--- src/rtl/gen_nco_clk_pkg.sv ---
// rtl/gen_nco_clk_pkg.sv - shared constants and increment lookup for the NCO clock generator
//
// Purpose: default accumulator width and the four standard colour-clock increments
// for a 29-bit accumulator, plus a helper that selects one of them.
//   inc_for(altern, mode):
//     altern 0 = 140 MHz system clock, 1 = 170 MHz system clock
//     mode   0 = PAL 4x subcarrier,    1 = NTSC 4x subcarrier
package gen_nco_pkg;

  localparam int DEF_ACC_W = 29;

  localparam logic [DEF_ACC_W-1:0] INC_PAL_140  = 29'd68008027;
  localparam logic [DEF_ACC_W-1:0] INC_NTSC_140 = 29'd54907245;
  localparam logic [DEF_ACC_W-1:0] INC_PAL_170  = 29'd56006610;
  localparam logic [DEF_ACC_W-1:0] INC_NTSC_170 = 29'd45217732;

  function automatic logic [DEF_ACC_W-1:0] inc_for(input logic altern, input logic mode);
    logic [DEF_ACC_W-1:0] r;
    case ({altern, mode})
      2'b00:   r = INC_PAL_140;
      2'b01:   r = INC_NTSC_140;
      2'b10:   r = INC_PAL_170;
      default: r = INC_NTSC_170;
    endcase
    return r;
  endfunction

endpackage

--- src/rtl/gen_nco_clk_if.sv ---
// rtl/gen_nco_clk_if.sv - increment register write port of the NCO clock generator
//
// Purpose: groups the increment write strobe, channel select, data and the
// per-channel busy (increment pending) flags.
//   wr_en   : increment write strobe
//   wr_ch   : target channel (writes to channels >= NCH are dropped)
//   wr_data : new increment
//   busy    : per-channel pending increment not yet applied
// Modports: master drives the writes, slave is the generator.
interface gen_nco_clk_if #(
  parameter int ACC_W = 29,
  parameter int NCH   = 2,
  parameter int CH_W  = 1
);
  logic             wr_en;
  logic [CH_W-1:0]  wr_ch;
  logic [ACC_W-1:0] wr_data;
  logic [NCH-1:0]   busy;

  modport master (output wr_en, output wr_ch, output wr_data, input busy);
  modport slave  (input wr_en, input wr_ch, input wr_data, output busy);
endinterface

--- src/rtl/gen_nco_clk_channel.sv ---
// rtl/gen_nco_clk_channel.sv - one phase-accumulator channel with wrap-synchronous increment update
//
// Purpose: accumulates inc_act each enabled cycle, flags carry-out as tick and
// swaps in a pending increment only at a wrap (or at once while stopped).
// Ports:
//   clk, rst_n : clock, asynchronous active-low reset
//   en, sync   : run enable, phase realign strobe (sync has priority)
//   wr, wr_data: increment write for this channel
//   busy       : pending increment not yet applied
//   clk_out    : acc MSB
//   clk_q      : acc MSB ^ acc MSB-1 (quadrature)
//   tick       : one-cycle pulse after a wrapping addition
//   phase      : top PH_W bits of acc
module nco_channel #(
  parameter int               ACC_W     = 29,
  parameter int               PH_W      = 8,
  parameter logic [ACC_W-1:0] RESET_INC = '0
) (
  input  logic             clk,
  input  logic             rst_n,
  input  logic             en,
  input  logic             sync,
  input  logic             wr,
  input  logic [ACC_W-1:0] wr_data,
  output logic             busy,
  output logic             clk_out,
  output logic             clk_q,
  output logic             tick,
  output logic [PH_W-1:0]  phase
);

  logic [ACC_W-1:0] acc_q, acc_d;
  logic [ACC_W-1:0] inc_act_q, inc_act_d;
  logic [ACC_W-1:0] inc_pend_q, inc_pend_d;
  logic             pend_q, pend_d;
  logic             tick_q, tick_d;
  logic [ACC_W:0]   sum;

  assign sum = {1'b0, acc_q} + {1'b0, inc_act_q};

  always_comb begin
    acc_d      = acc_q;
    inc_act_d  = inc_act_q;
    inc_pend_d = inc_pend_q;
    pend_d     = pend_q;
    tick_d     = 1'b0;

    if (sync) begin
      // Realign only; a pending increment waits for a genuine wrap.
      acc_d = '0;
    end else if (!en) begin
      // Stopped: no output edge can be disturbed, so apply right away.
      if (pend_q) begin
        inc_act_d = inc_pend_q;
        pend_d    = 1'b0;
      end
    end else begin
      acc_d  = sum[ACC_W-1:0];
      tick_d = sum[ACC_W];
      if (sum[ACC_W] && pend_q) begin
        inc_act_d = inc_pend_q;
        pend_d    = 1'b0;
      end
    end

    // A write in the same cycle as an apply re-arms pend with the newer value.
    if (wr) begin
      inc_pend_d = wr_data;
      pend_d     = 1'b1;
    end
  end

  always_ff @(posedge clk or negedge rst_n) begin
    if (!rst_n) begin
      acc_q      <= '0;
      inc_act_q  <= RESET_INC;
      inc_pend_q <= '0;
      pend_q     <= 1'b0;
      tick_q     <= 1'b0;
    end else begin
      acc_q      <= acc_d;
      inc_act_q  <= inc_act_d;
      inc_pend_q <= inc_pend_d;
      pend_q     <= pend_d;
      tick_q     <= tick_d;
    end
  end

  assign busy    = pend_q;
  assign tick    = tick_q;
  assign clk_out = acc_q[ACC_W-1];
  assign clk_q   = acc_q[ACC_W-1] ^ acc_q[ACC_W-2];
  assign phase   = acc_q[ACC_W-1 -: PH_W];

endmodule

--- src/rtl/gen_nco_clk.sv ---
// rtl/gen_nco_clk.sv - multi-channel programmable phase-accumulator clock generator
//
// Purpose: NCH independent NCO channels producing square, quadrature, wrap tick
// and phase outputs from one fast clock; increments written through wr.
// Ports:
//   clk, rst_n : clock, asynchronous active-low reset (release synchronised externally)
//   en, sync   : per-channel run enable and phase realign strobe
//   wr         : increment write port (wr_en/wr_ch/wr_data in, busy out)
//   clk_out    : per-channel square wave
//   clk_q      : per-channel quadrature wave
//   tick       : per-channel wrap pulse
//   phase      : channel k at bits [k*PH_W +: PH_W]
module gen_nco_clk import gen_nco_pkg::*; #(
  parameter int               ACC_W     = DEF_ACC_W,
  parameter int               NCH       = 2,
  parameter int               CH_W      = 1,
  parameter int               PH_W      = 8,
  parameter logic [ACC_W-1:0] RESET_INC = ACC_W'(INC_PAL_140)
) (
  input  logic                clk,
  input  logic                rst_n,
  input  logic [NCH-1:0]      en,
  input  logic [NCH-1:0]      sync,
  gen_nco_clk_if.slave        wr,
  output logic [NCH-1:0]      clk_out,
  output logic [NCH-1:0]      clk_q,
  output logic [NCH-1:0]      tick,
  output logic [NCH*PH_W-1:0] phase
);

  logic [NCH-1:0] busy_w;
  logic [NCH-1:0] wr_sel;

  for (genvar k = 0; k < NCH; k++) begin : g_ch
    // Only existing channel indices can match, so wr_ch >= NCH is dropped.
    assign wr_sel[k] = wr.wr_en && (wr.wr_ch == CH_W'(k));

    nco_channel #(
      .ACC_W     (ACC_W),
      .PH_W      (PH_W),
      .RESET_INC (RESET_INC)
    ) u_ch (
      .clk     (clk),
      .rst_n   (rst_n),
      .en      (en[k]),
      .sync    (sync[k]),
      .wr      (wr_sel[k]),
      .wr_data (wr.wr_data),
      .busy    (busy_w[k]),
      .clk_out (clk_out[k]),
      .clk_q   (clk_q[k]),
      .tick    (tick[k]),
      .phase   (phase[k*PH_W +: PH_W])
    );
  end

  assign wr.busy = busy_w;

endmodule

--- src/flat_wrapper.sv ---
// flat-port wrapper written by rule: the top's interface ports become plain ports
module gen_nco_clk_flat import gen_nco_pkg::*;
#(
  parameter int               ACC_W     = DEF_ACC_W,
  parameter int               NCH       = 2,
  parameter int               CH_W      = 1,
  parameter int               PH_W      = 8,
  parameter logic [ACC_W-1:0] RESET_INC = ACC_W'(INC_PAL_140)
)
  (clk, rst_n, en, sync, clk_out, clk_q, tick, phase, wr_wr_en, wr_wr_ch, wr_wr_data, wr_busy);
  gen_nco_clk_if #(.ACC_W(ACC_W), .NCH(NCH), .CH_W(CH_W)) wr_i ();
  input  logic clk;
  input  logic rst_n;
  input  logic [NCH-1:0] en;
  input  logic [NCH-1:0] sync;
  output logic [NCH-1:0] clk_out;
  output logic [NCH-1:0] clk_q;
  output logic [NCH-1:0] tick;
  output logic [NCH*PH_W-1:0] phase;
  input wire logic [$bits(wr_i.wr_en)-1:0] wr_wr_en;
  input wire logic [$bits(wr_i.wr_ch)-1:0] wr_wr_ch;
  input wire logic [$bits(wr_i.wr_data)-1:0] wr_wr_data;
  output wire logic [$bits(wr_i.busy)-1:0] wr_busy;
  assign wr_i.wr_en = wr_wr_en;
  assign wr_i.wr_ch = wr_wr_ch;
  assign wr_i.wr_data = wr_wr_data;
  assign wr_busy = wr_i.busy;
  gen_nco_clk #(.ACC_W(ACC_W), .NCH(NCH), .CH_W(CH_W), .PH_W(PH_W), .RESET_INC(RESET_INC)) u_core (.clk(clk), .rst_n(rst_n), .en(en), .sync(sync), .wr(wr_i), .clk_out(clk_out), .clk_q(clk_q), .tick(tick), .phase(phase));
endmodule
--- config.mk ---
export PLATFORM = sky130hd
export DESIGN_NAME = gen_nco_clk_flat
export DESIGN_NICKNAME = d
export VERILOG_FILES = /design/src/rtl/gen_nco_clk_pkg.sv /design/src/rtl/gen_nco_clk_if.sv /design/src/rtl/gen_nco_clk_channel.sv /design/src/rtl/gen_nco_clk.sv /design/src/flat_wrapper.sv
export SDC_FILE = /design/constraint.sdc
export NUM_CORES = 1
export LEC_CHECK = 0
export CAP_MARGIN = 15
export CORE_MARGIN = 2
export CORE_UTILIZATION = 55
export CTS_BUF_LIST = sky130_fd_sc_hd__clkbuf_4
export CTS_CLUSTER_SIZE = 14
export DETAILED_ROUTE_END_ITERATION = 10
export DONT_BUFFER_PORTS = 1
export GPL_TIMING_DRIVEN = 0
export PLACE_DENSITY = 0.79
export REMOVE_ABC_BUFFERS = 1
export SLEW_MARGIN = 20
export SYNTH_ARGS = -nofsm -noshare
export SYNTH_HDL_FRONTEND = slang
export SYNTH_HIERARCHICAL = 1
export SYNTH_SLANG_ARGS = --single-unit
--- constraint.sdc ---
create_clock -name clk -period 3 [get_ports clk]
set_input_delay 0.6 -clock clk [delete_from_list [all_inputs] [get_ports clk]]
set_output_delay 0.6 -clock clk [all_outputs]
set_load 0.01 [all_outputs]
== Yosys cells after proc, flatten, opt, wreduce, memory -nomap -nowiden ==
Index checks and enable logic that the tools add are counted.
W data, S select, Z words.
Storage, ports and cells
  output and inout port bits: 24
  memories: 0
  word-level logic and storage cells: 57
  latch bits: 0
  register bits after elaboration: 178
  input bits: 37
  bits in writable memories: 0
  bits in read-only memories: 0
Cells by class
  multiplexer cells: 22
  add/sub/neg operators: 2
  bitwise operators: 5
  eq/ne operators: 6
  div/mod/pow operators: 0
  multiply operators: 0
  reduce and logical (&&, ||, !) cells: 12
  shift operators: 0
  order comparisons: 0
Operators by type and width (number)
  $mux W29: 10
  $add A29 B29 Y30: 2
  $mux W1: 12
  $ne A2 B1 Y1 const B: 4
  $reduce_bool A2 Y1: 4
  $ne A3 B1 Y1 const B: 2
  $reduce_and A3 Y1: 2
  $logic_and A1 B1 Y1: 4
  $reduce_and A2 Y1: 2
  $not A1 Y1: 3
  $xor A1 B1 Y1: 2

== Depth between registers and ports, before layout ==
Gate-level depths: netlist of the first run.
  depth after elaboration: 6
  mapped depth: 11
  gate-level depth less buffers: 9

== By module ==
The synthesis of the first run kept the hierarchy.
By module, submodules not included
  nco_channel at u_core.g_ch[1].u_ch: instances 1, seq. area each 2243.4 µm², area an instance 5318.9 µm², cells an instance 507
  nco_channel at u_core.g_ch[0].u_ch: instances 1, seq. area each 2243.4 µm², area an instance 5037.3 µm², cells an instance 465
  gen_nco_clk: instances 1, seq. area each 0.0 µm², area an instance 16.3 µm², cells an instance 2

== Worst setup path after synthesis of the first run ==
OpenSTA, ideal clock, no wires.
  path type: register to register
  from: register u_core.g_ch[1].u_ch.inc_act_q[3]
  to: register u_core.g_ch[1].u_ch.inc_act_q[17]
  required time: 2.875 ns
  setup slack: 0.375 ns
  period minus slack after synthesis: 2.625 ns
  path buffers: 2
  cell stages (with the launch flop): 10
  arrival time: 2.500 ns
  library setup time: 0.125 ns
  path through: dfstp_2 -> ha_1 -> and2_4 -> a221oi_4 -> a21oi_2 -> o2111a_1 -> o311a_1 -> buf_6 -> buf_6 -> mux2_4
Between the ends
  word-level cells in the longest chain between the ends: 4
RTL lines
  from (decl): RTL line gen_nco_clk_channel.sv:33  | logic [ACC_W-1:0] inc_act_q, inc_act_d;
  from (signal assigned): RTL line gen_nco_clk_channel.sv:82  | inc_act_q <= inc_act_d;
  $add A29 B29 Y30: RTL line gen_nco_clk_channel.sv:39  | assign sum = {1'b0, acc_q} + {1'b0, inc_act_q};
  $logic_and A1 B1 Y1: RTL line gen_nco_clk_channel.sv:60  | if (sum[ACC_W] && pend_q) begin
  $ne A2 B1 Y1 (no line)
  $reduce_and A3 Y1 (no line)
Every way passes these cells.
A chain may end at the register's enable or synchronous reset.

== Worst setup path in the final report of the first run ==
  from: register u_core.g_ch[0].u_ch.acc_q[11]
  to: register u_core.g_ch[0].u_ch.inc_act_q[27]
Between the ends
  word-level cells in the longest chain between the ends: 4
RTL lines
  from (decl): RTL line gen_nco_clk_channel.sv:32  | logic [ACC_W-1:0] acc_q, acc_d;
  from (signal assigned): RTL line gen_nco_clk_channel.sv:75  | acc_q <= '0;
  from (signal assigned): RTL line gen_nco_clk_channel.sv:81  | acc_q <= acc_d;
  $add A29 B29 Y30: RTL line gen_nco_clk_channel.sv:39
  $logic_and A1 B1 Y1: RTL line gen_nco_clk_channel.sv:60
  $ne A2 B1 Y1 (no line)
  $reduce_and A3 Y1 (no line)
  to (signal assigned): RTL line gen_nco_clk_channel.sv:82
  to (decl): RTL line gen_nco_clk_channel.sv:33
Every way passes these cells.

==> run_results.csv, run 1 <==
group,metric,value,unit
clock_network,clock_sinks,178,
timing,maxSlewHeadroom,30.81,%
worst_setup_path,cp_data_required_time,3.47,ns
cells_and_area,drive_gt1_share,19.27,%
worst_setup_path,path_cells,"ha_1 > and4_1 > and3_1 > nand4_2 > a211o_1 > a21oi_2 > o21ai_4 > buf_4 > mux2_1",
worst_setup_path,rr_startpoint,"u_core/g_ch[0].u_ch/acc_q[11]",
synth,ys_types,72,
place,placedCellCount,1152,
synth,synth-edff-count,0,
status,violations,"hold timing",
synth,seq_area_frac_synth,43.26,%
detailed_routing,vias,7472,
worst_setup_path,critPathMaxStageDelay,0.49,ns
timing,tightest_slew,1.034,ns
pwr,irDropWorstVdd,0.7139,mV
pwr,p_leak,4.835,nW
synth,yosys-top-cells-count,"152 x dfrtp_1, 77 x mux2_2, 72 x nand2_1",
floorplan,coreArea,18580,um2
pwr,intPower,6.637,mW
clock_network,clk_pin_slew,0.15,ns
synth,yosysMostFrequentCell,"dfrtp_1",
clock_network,clock_path_buffers,2,
timing,rsz0062_at_grt,"no",
synth,synth_ff_type,"dfrtp_1",
global_route,grt_antenna_before_repair,2,
detailed_routing,final_antenna_net_count,0,
pwr,pwr-share-seq,34.5,%
clock_network,cts_max_level,4,
cells_and_area,post-route-util,58.34,%
detailed_routing,avgRoutedWirePerCell,19.23,um
pwr,power.net_switching,5.020,mW
timing,max_freq,344.6,MHz
cells_and_area,fin_nets,1039,
synth,ys_async_sr_fraction,100.0,%
timing,period_share,96.72,%
detailed_routing,wirelength,22890,um
timing,setup_viol,0,
worst_setup_path,reg2reg_to,"u_core/g_ch[0].u_ch/inc_act_q[27]",
worst_setup_path,crit_type,"reg -> reg",
pwr,comb_power_share,53.0,%
run,max_cap_viol_count,0,
clock_network,root_buffer,"clkbuf_4",
min_path,hp-class,"in -> async",
timing,slew_violations,0,
global_route,grt.total_usage,22.86,%
global_route,grt_max_degree,179,
global_route,grt_pass1_vias,7193,
clock_network,cts_tree,"yes",
worst_setup_path,critPathArrivalTime,3.38,ns
synth,yosysTopAreaCell,"dfrtp_1",
clock_network,cts_made_buffers,17,
detailed_routing,firstDrtPassIters,4,
synth,synthCells,974,
synth,yosysTopAreaCellShare,36.67,%
floorplan,pin_count,61,
worst_setup_path,ff2ff_path_depth,9,
floorplan,fp.dieArea,19970,um2
synth,synth_area,10370,um2
global_route,grt_overflow_total,0,
floorplan,die_y,141.3,um
pwr,switching_share,43.07,%
synth,ys_warn_count,6,
status,status,"finished, violations left",
timing,finalHoldViolations,165,
cells_and_area,fillers,1523,
synth,ys_ff_latch,178,
worst_setup_path,slowest_stage,"ha_1",
detailed_routing,viasPerCell,6.279,
worst_setup_path,reg2reg_setup_slack,0.1,ns
timing,finClkSkew,0.01975,ns
cells_and_area,seq_area,4487,um2
detailed_routing,first_iter_violations,565,
worst_setup_path,worstPathMaxFanout,8,
timing,layout_min_cycle_time,2.902,ns
pwr,powerDensity,1075,nW/um2
pwr,p_clk_share,12.5,%
place,place_hpwl,15990,um
synth,synth_area_leaders,"dfrtp_1 37%, mux2_2 8.4%, ha_1 7.0%",
floorplan,die_x,141.3,um
detailed_routing,drc,0,
worst_setup_path,end_kind,"flip-flop",
cells_and_area,multi_input_area,5588,um2
synth,syn_avg_cell_area,10.65,um2
place,port_buffers,0,
timing,hold_ws,-0.3100,ns
floorplan,rows,50,
worst_setup_path,cp-start-kind,"flip-flop",
cells_and_area,area_growth,4.511,%
floorplan,floorplan.initialDensity,55.82,%
cells_and_area,fin_cells,1190,
clock_network,clk_latency,0.58,ns
place,gp_congestion,0.8986,
global_route,grt_pass1_wl,36380,um
## per-stage QoR
stage          power (mW)  setup slack [ns]  setup TNS [ns]  hold WS [ns]  instance area, um2
2_1_floorplan       8.695           -0.7551          -20.97        0.3044               10050
3_3_place_gp        9.768            -1.540          -62.78        0.3085               10350
3_5_place_dp        10.01          -0.06798          -1.241        0.3078               10420
4_1_cts             11.50           0.01477               0       -0.3459               10750
5_1_grt             12.54           0.01392               0       -0.3593               10840
6_report            11.66           0.09830               0       -0.3100               10840
## cells in the final DEF, fill, tap and decap left out, drive strengths merged, types with 5 or more instances in the layout
cell | netlist | final
dfrtp | 152 | 152
mux2 | 116 | 116
nand2 | 72 | 72
a21oi | 69 | 69
nor2 | 66 | 66
ha | 58 | 58
o21ai | 54 | 54
dfstp | 26 | 26
a21o | 25 | 25
mux2i | 21 | 21
a211oi | 20 | 20
nand3 | 19 | 19
inv | 15 | 19
nand4 | 18 | 18
clkbuf | 30 | 17
xor2 | 17 | 17
xnor2 | 16 | 16
and3 | 12 | 12
nor3 | 11 | 11
o211ai | 10 | 10
o21a | 8 | 8
nor2b | 8 | 8
and2 | 8 | 8
nand2b | 7 | 7
buf | 28 | 7
a211o | 6 | 6
o21bai | 6 | 6
o31ai | 6 | 6
a2111oi | 6 | 6
o2111a | 5 | 5
o311ai | 5 | 5
a221oi | 5 | 5
clkinv | 0 | 5
## metal layers
layer / GRT usage (%) / wire length (um) / vias up
met1: 30.43 / 10250 / 3712
met3: 5.940 / 1439 / 27
met2: 37.15 / 10890 / 200
met5: 0 / 16 / -
li1: - / - / 3531
met4: 6.684 / 294 / 2
## flip-flops by register name, indices dropped and copies added (netlist names)
name and count:
u_core/g_ch.u_ch/inc_act_q 58, u_core/g_ch.u_ch/inc_pend_q 58, u_core/g_ch.u_ch/acc_q 58, u_core/g_ch.u_ch/busy 2, u_core/g_ch.u_ch/tick 2
## worst max-delay path by stage
stage	from	end	depth (start not counted)
4_1_cts	u_core/g_ch[1].u_ch/acc_q[0]	u_core/g_ch[1].u_ch/acc_q[24]	8
5_1_grt	u_core/g_ch[0].u_ch/acc_q[11]	u_core/g_ch[0].u_ch/inc_act_q[9]	9
6_report	u_core/g_ch[0].u_ch/acc_q[11]	u_core/g_ch[0].u_ch/inc_act_q[27]	9
3_5_place_dp	u_core/g_ch[1].u_ch/acc_q[15]	u_core/g_ch[1].u_ch/inc_act_q[10]	8
2_1_floorplan	u_core/g_ch[0].u_ch/acc_q[22]	u_core/g_ch[0].u_ch/inc_act_q[10]	8
3_3_place_gp	u_core/g_ch[0].u_ch/inc_act_q[12]	u_core/g_ch[0].u_ch/inc_act_q[5]	8
## cell families after synthesis
logic type | after synthesis | synth area share (%)
AO/OA/AOI/OAI | 251 | 16.38
XOR/XNOR | 33 | 2.786
flip-flops | 178 | 43.26
buffers and inverters | 73 | 3.619
AND/OR/NAND/NOR | 242 | 11.23
adder cells (fa/ha/maj) | 60 | 7.382
multiplexers | 137 | 15.34
## power groups by stage
stage	Sequential (mW)	Combinational (mW)	Clock, mW
2_1_floorplan	3.83	4.86	0
3_3_place_gp	4.04	5.73	0
3_5_place_dp	4.08	5.93	0
4_1_cts	4.03	5.98	1.49
5_1_grt	4.13	6.82	1.59
6_report	4.02	6.18	1.46
## worst max-delay path, delay by kind of cell, from the launching register on
| kind | cells | cell delay, ns |
|---|---|---|
| DFF | 1 | 0.42 |
| muxes | 1 | 0.32 |
| and+or+nand+nor | 3 | 0.65 |
| AOI/OAI and AO/OA | 3 | 0.72 |
| adders and majority gates | 1 | 0.49 |
| buffers and inverters | 1 | 0.20 |
## final cells by class
type	count	share of cell area (%)
Multi-Input combinational cell	723	51.55
Clock buffer	17	1.177
Timing Repair Buffer	7	0.9695
Inverter	15	0.5194
Sequential cell	178	41.39
Clock inverter	15	1.674
Antenna cell	1	0.02308
Tap cell	234	2.701
## what timing repair did
item,in CTS,in global routing
pin swaps,1,2
buffers inserted,2,3
endpoints found under the hold margin,178,178
gates resized for setup,1,8
setup endpoints to repair,37,26
cloned,0,0
Power figures use the tool's default switching activity.
==> inputs of run 2 (changes only) <==
--- a/config.mk
+++ b/config.mk
@@ -5,7 +5,6 @@
 export SDC_FILE = /design/constraint.sdc
 export NUM_CORES = 1
 export LEC_CHECK = 0
-export CAP_MARGIN = 15
 export CORE_MARGIN = 2
 export CORE_UTILIZATION = 55
 export CTS_BUF_LIST = sky130_fd_sc_hd__clkbuf_4
==> constraint.sdc (replaced) <==
create_clock -name clk -period 3.7 [get_ports clk]
set_input_delay 0.74 -clock clk [delete_from_list [all_inputs] [get_ports clk]]
set_output_delay 0.74 -clock clk [all_outputs]
set_load 0.01 [all_outputs]
==> run_results.csv, run 2 (synthesis results as in run 1) <==
group,metric,value,unit
worst_setup_path,crit_path_end,"u_core/g_ch[1].u_ch/inc_act_q[10]",
detailed_routing,vias,7465,
clock_network,root_buffer,"clkbuf_4",
detailed_routing,firstDrtPassIters,5,
cells_and_area,final_common_cell,"dfrtp_1",
place,port_buffers,0,
detailed_routing,drc,0,
timing,tns,0,ns
clock_network,cts_resized,0,
global_route,grt_antenna_before_repair,2,
clock_network,clk_latency,0.58,ns
detailed_routing,avgRoutedWirePerCell,19.18,um
worst_setup_path,reg2reg_setup_slack,0.49,ns
cells_and_area,fillers,1538,
place,place_area,10420,um2
global_route,grt_pass1_vias,7188,
pwr,irDropWorstVdd,0.5794,mV
floorplan,rows,50,
pwr,powerDensity,871.7,nW/um2
floorplan,coreArea,18580,um2
clock_network,cts_max_level,4,
min_path,hp-class,"in -> async",
worst_setup_path,worstPathMaxFanout,18,
timing,maxSlewHeadroom,29.84,%
global_route,grt_overflow_total,0,
timing,hold_ws,-0.1696,ns
worst_setup_path,critPathArrivalTime,3.68,ns
timing,tightest_slew,1.048,ns
timing,finClkSkew,0.01703,ns
detailed_routing,first_iter_violations,578,
place,gp_congestion,0.8986,
detailed_routing,final_antenna_net_count,0,
timing,slew_violations,0,
clock_network,post_cts_buffers,0,
clock_network,clock_path_buffers,2,
cells_and_area,drive_gt1_share,18.32,%
detailed_routing,wirelength,22720,um
worst_setup_path,reg2reg_to,"u_core/g_ch[1].u_ch/inc_act_q[10]",
status,violations,"hold timing",
worst_setup_path,cp_data_required_time,4.17,ns
floorplan,fp.dieArea,19970,um2
cells_and_area,area_growth,3.426,%
clock_network,cts_tree,"yes",
worst_setup_path,ff2ff_path_depth,8,
timing,max_freq,311.2,MHz
status,status,"finished, violations left",
pwr,power,9.351,mW
clock_network,clk_pin_slew,0.15,ns
cells_and_area,reg.largest.list,"u_core/g_ch.u_ch/acc_q (58), u_core/g_ch.u_ch/inc_act_q (58), u_core/g_ch.u_ch/inc_pend_q (58)",
place,pre_cts_ws,0.6320,ns
timing,setup_viol,0,
timing,layout_min_cycle_time,3.213,ns
detailed_routing,viasPerCell,6.300,
floorplan,die_x,141.3,um
global_route,grt_pass1_wl,36350,um
cells_and_area,fin_nets,1034,
cells_and_area,post-route-cell-area,10730,um2
floorplan,floorplan.initialDensity,55.82,%
timing,rsz0062_at_grt,"no",
worst_setup_path,end_kind,"flip-flop",
worst_setup_path,cp-startpoint,"u_core/g_ch[1].u_ch/acc_q[15]",
floorplan,die_y,141.3,um
global_route,grt_max_degree,179,
worst_setup_path,cp-start-kind,"flip-flop",
clock_network,clock_sinks,178,
place,place_hpwl,15990,um
run,max_cap_viol_count,0,
worst_setup_path,crit_type,"reg -> reg",
pwr,p_leak,4.799,nW
worst_setup_path,rr_startpoint,"u_core/g_ch[1].u_ch/acc_q[15]",
cells_and_area,mostFrequentLayoutCells,"152 x dfrtp_1, 77 x mux2_2, 72 x nand2_1, 66 x a21oi_1, 65 x nor2_1",
timing,final.setup.worst_slack,0.4868,ns
clock_network,cts_made_buffers,17,
timing,period_share,86.84,%
timing,finalHoldViolations,152,
floorplan,pin_count,61,
global_route,grt.total_usage,22.84,%
[run 2: cell type report]
cell class              count  area, um2  share of cell area (%)
inverters                  15      56.30                  0.5248
well taps                 234      292.8                   2.729
multi-input cells         723       5525                   51.50
clock inverters            15      181.4                   1.691
repair buffers              2      55.05                  0.5132
clock buffers              17      127.6                   1.190
diodes                      1      2.502                 0.02333
flip-flops and latches    178       4487                   41.82
[run 2: per-stage QoR]
stage          std cells  util [%]  hold slack, ns
2_1_floorplan        916         -          0.4444
3_3_place_gp        1150     55.68          0.4485
3_5_place_dp        1152     56.06          0.4478
4_1_cts             1184     57.72         -0.2059
5_1_grt             1185     57.74         -0.2193
6_report            1185     57.74         -0.1696
[run 2: worst min path at each step]
stage | cells past startpoint | to | slack (ns)
floorplan | 0 | u_core/g_ch[0].u_ch/acc_q[0] | 0.44
global placement | 0 | u_core/g_ch[0].u_ch/acc_q[22] | 0.45
detailed placement | 0 | u_core/g_ch[0].u_ch/acc_q[23] | 0.45
CTS | 0 | u_core/g_ch[0].u_ch/acc_q[15] | -0.21
global route | 0 | u_core/g_ch[0].u_ch/acc_q[15] | -0.22
finish | 0 | u_core/g_ch[0].u_ch/acc_q[15] | -0.17
[run 2: where the power goes]
part	internal, mW	total [mW]	switching [mW]
sequential	2.72	3.26	0.543
clock	0.476	1.18	0.708
combinational	2.14	4.90	2.76
[run 2: worst max-delay path, stage by stage, from the launching register on]
cell and delay (ns):
dfrtp_1 0.43, ha_1 0.42, nand2_1 0.09, o21ai_1 0.31
a211oi_1 0.13, o31ai_1 0.53, o311a_2 0.60, buf_16 0.22
mux2_2 0.35
[run 2: per-layer routing]
layer / vias up / track usage [%] / routed length [um]
met2: 218 / 37.07 / 10760
met1: 3686 / 30.50 / 10220
li1: 3526 / - / -
met4: 2 / 6.684 / 341
met5: - / 0 / 16
met3: 33 / 5.872 / 1387
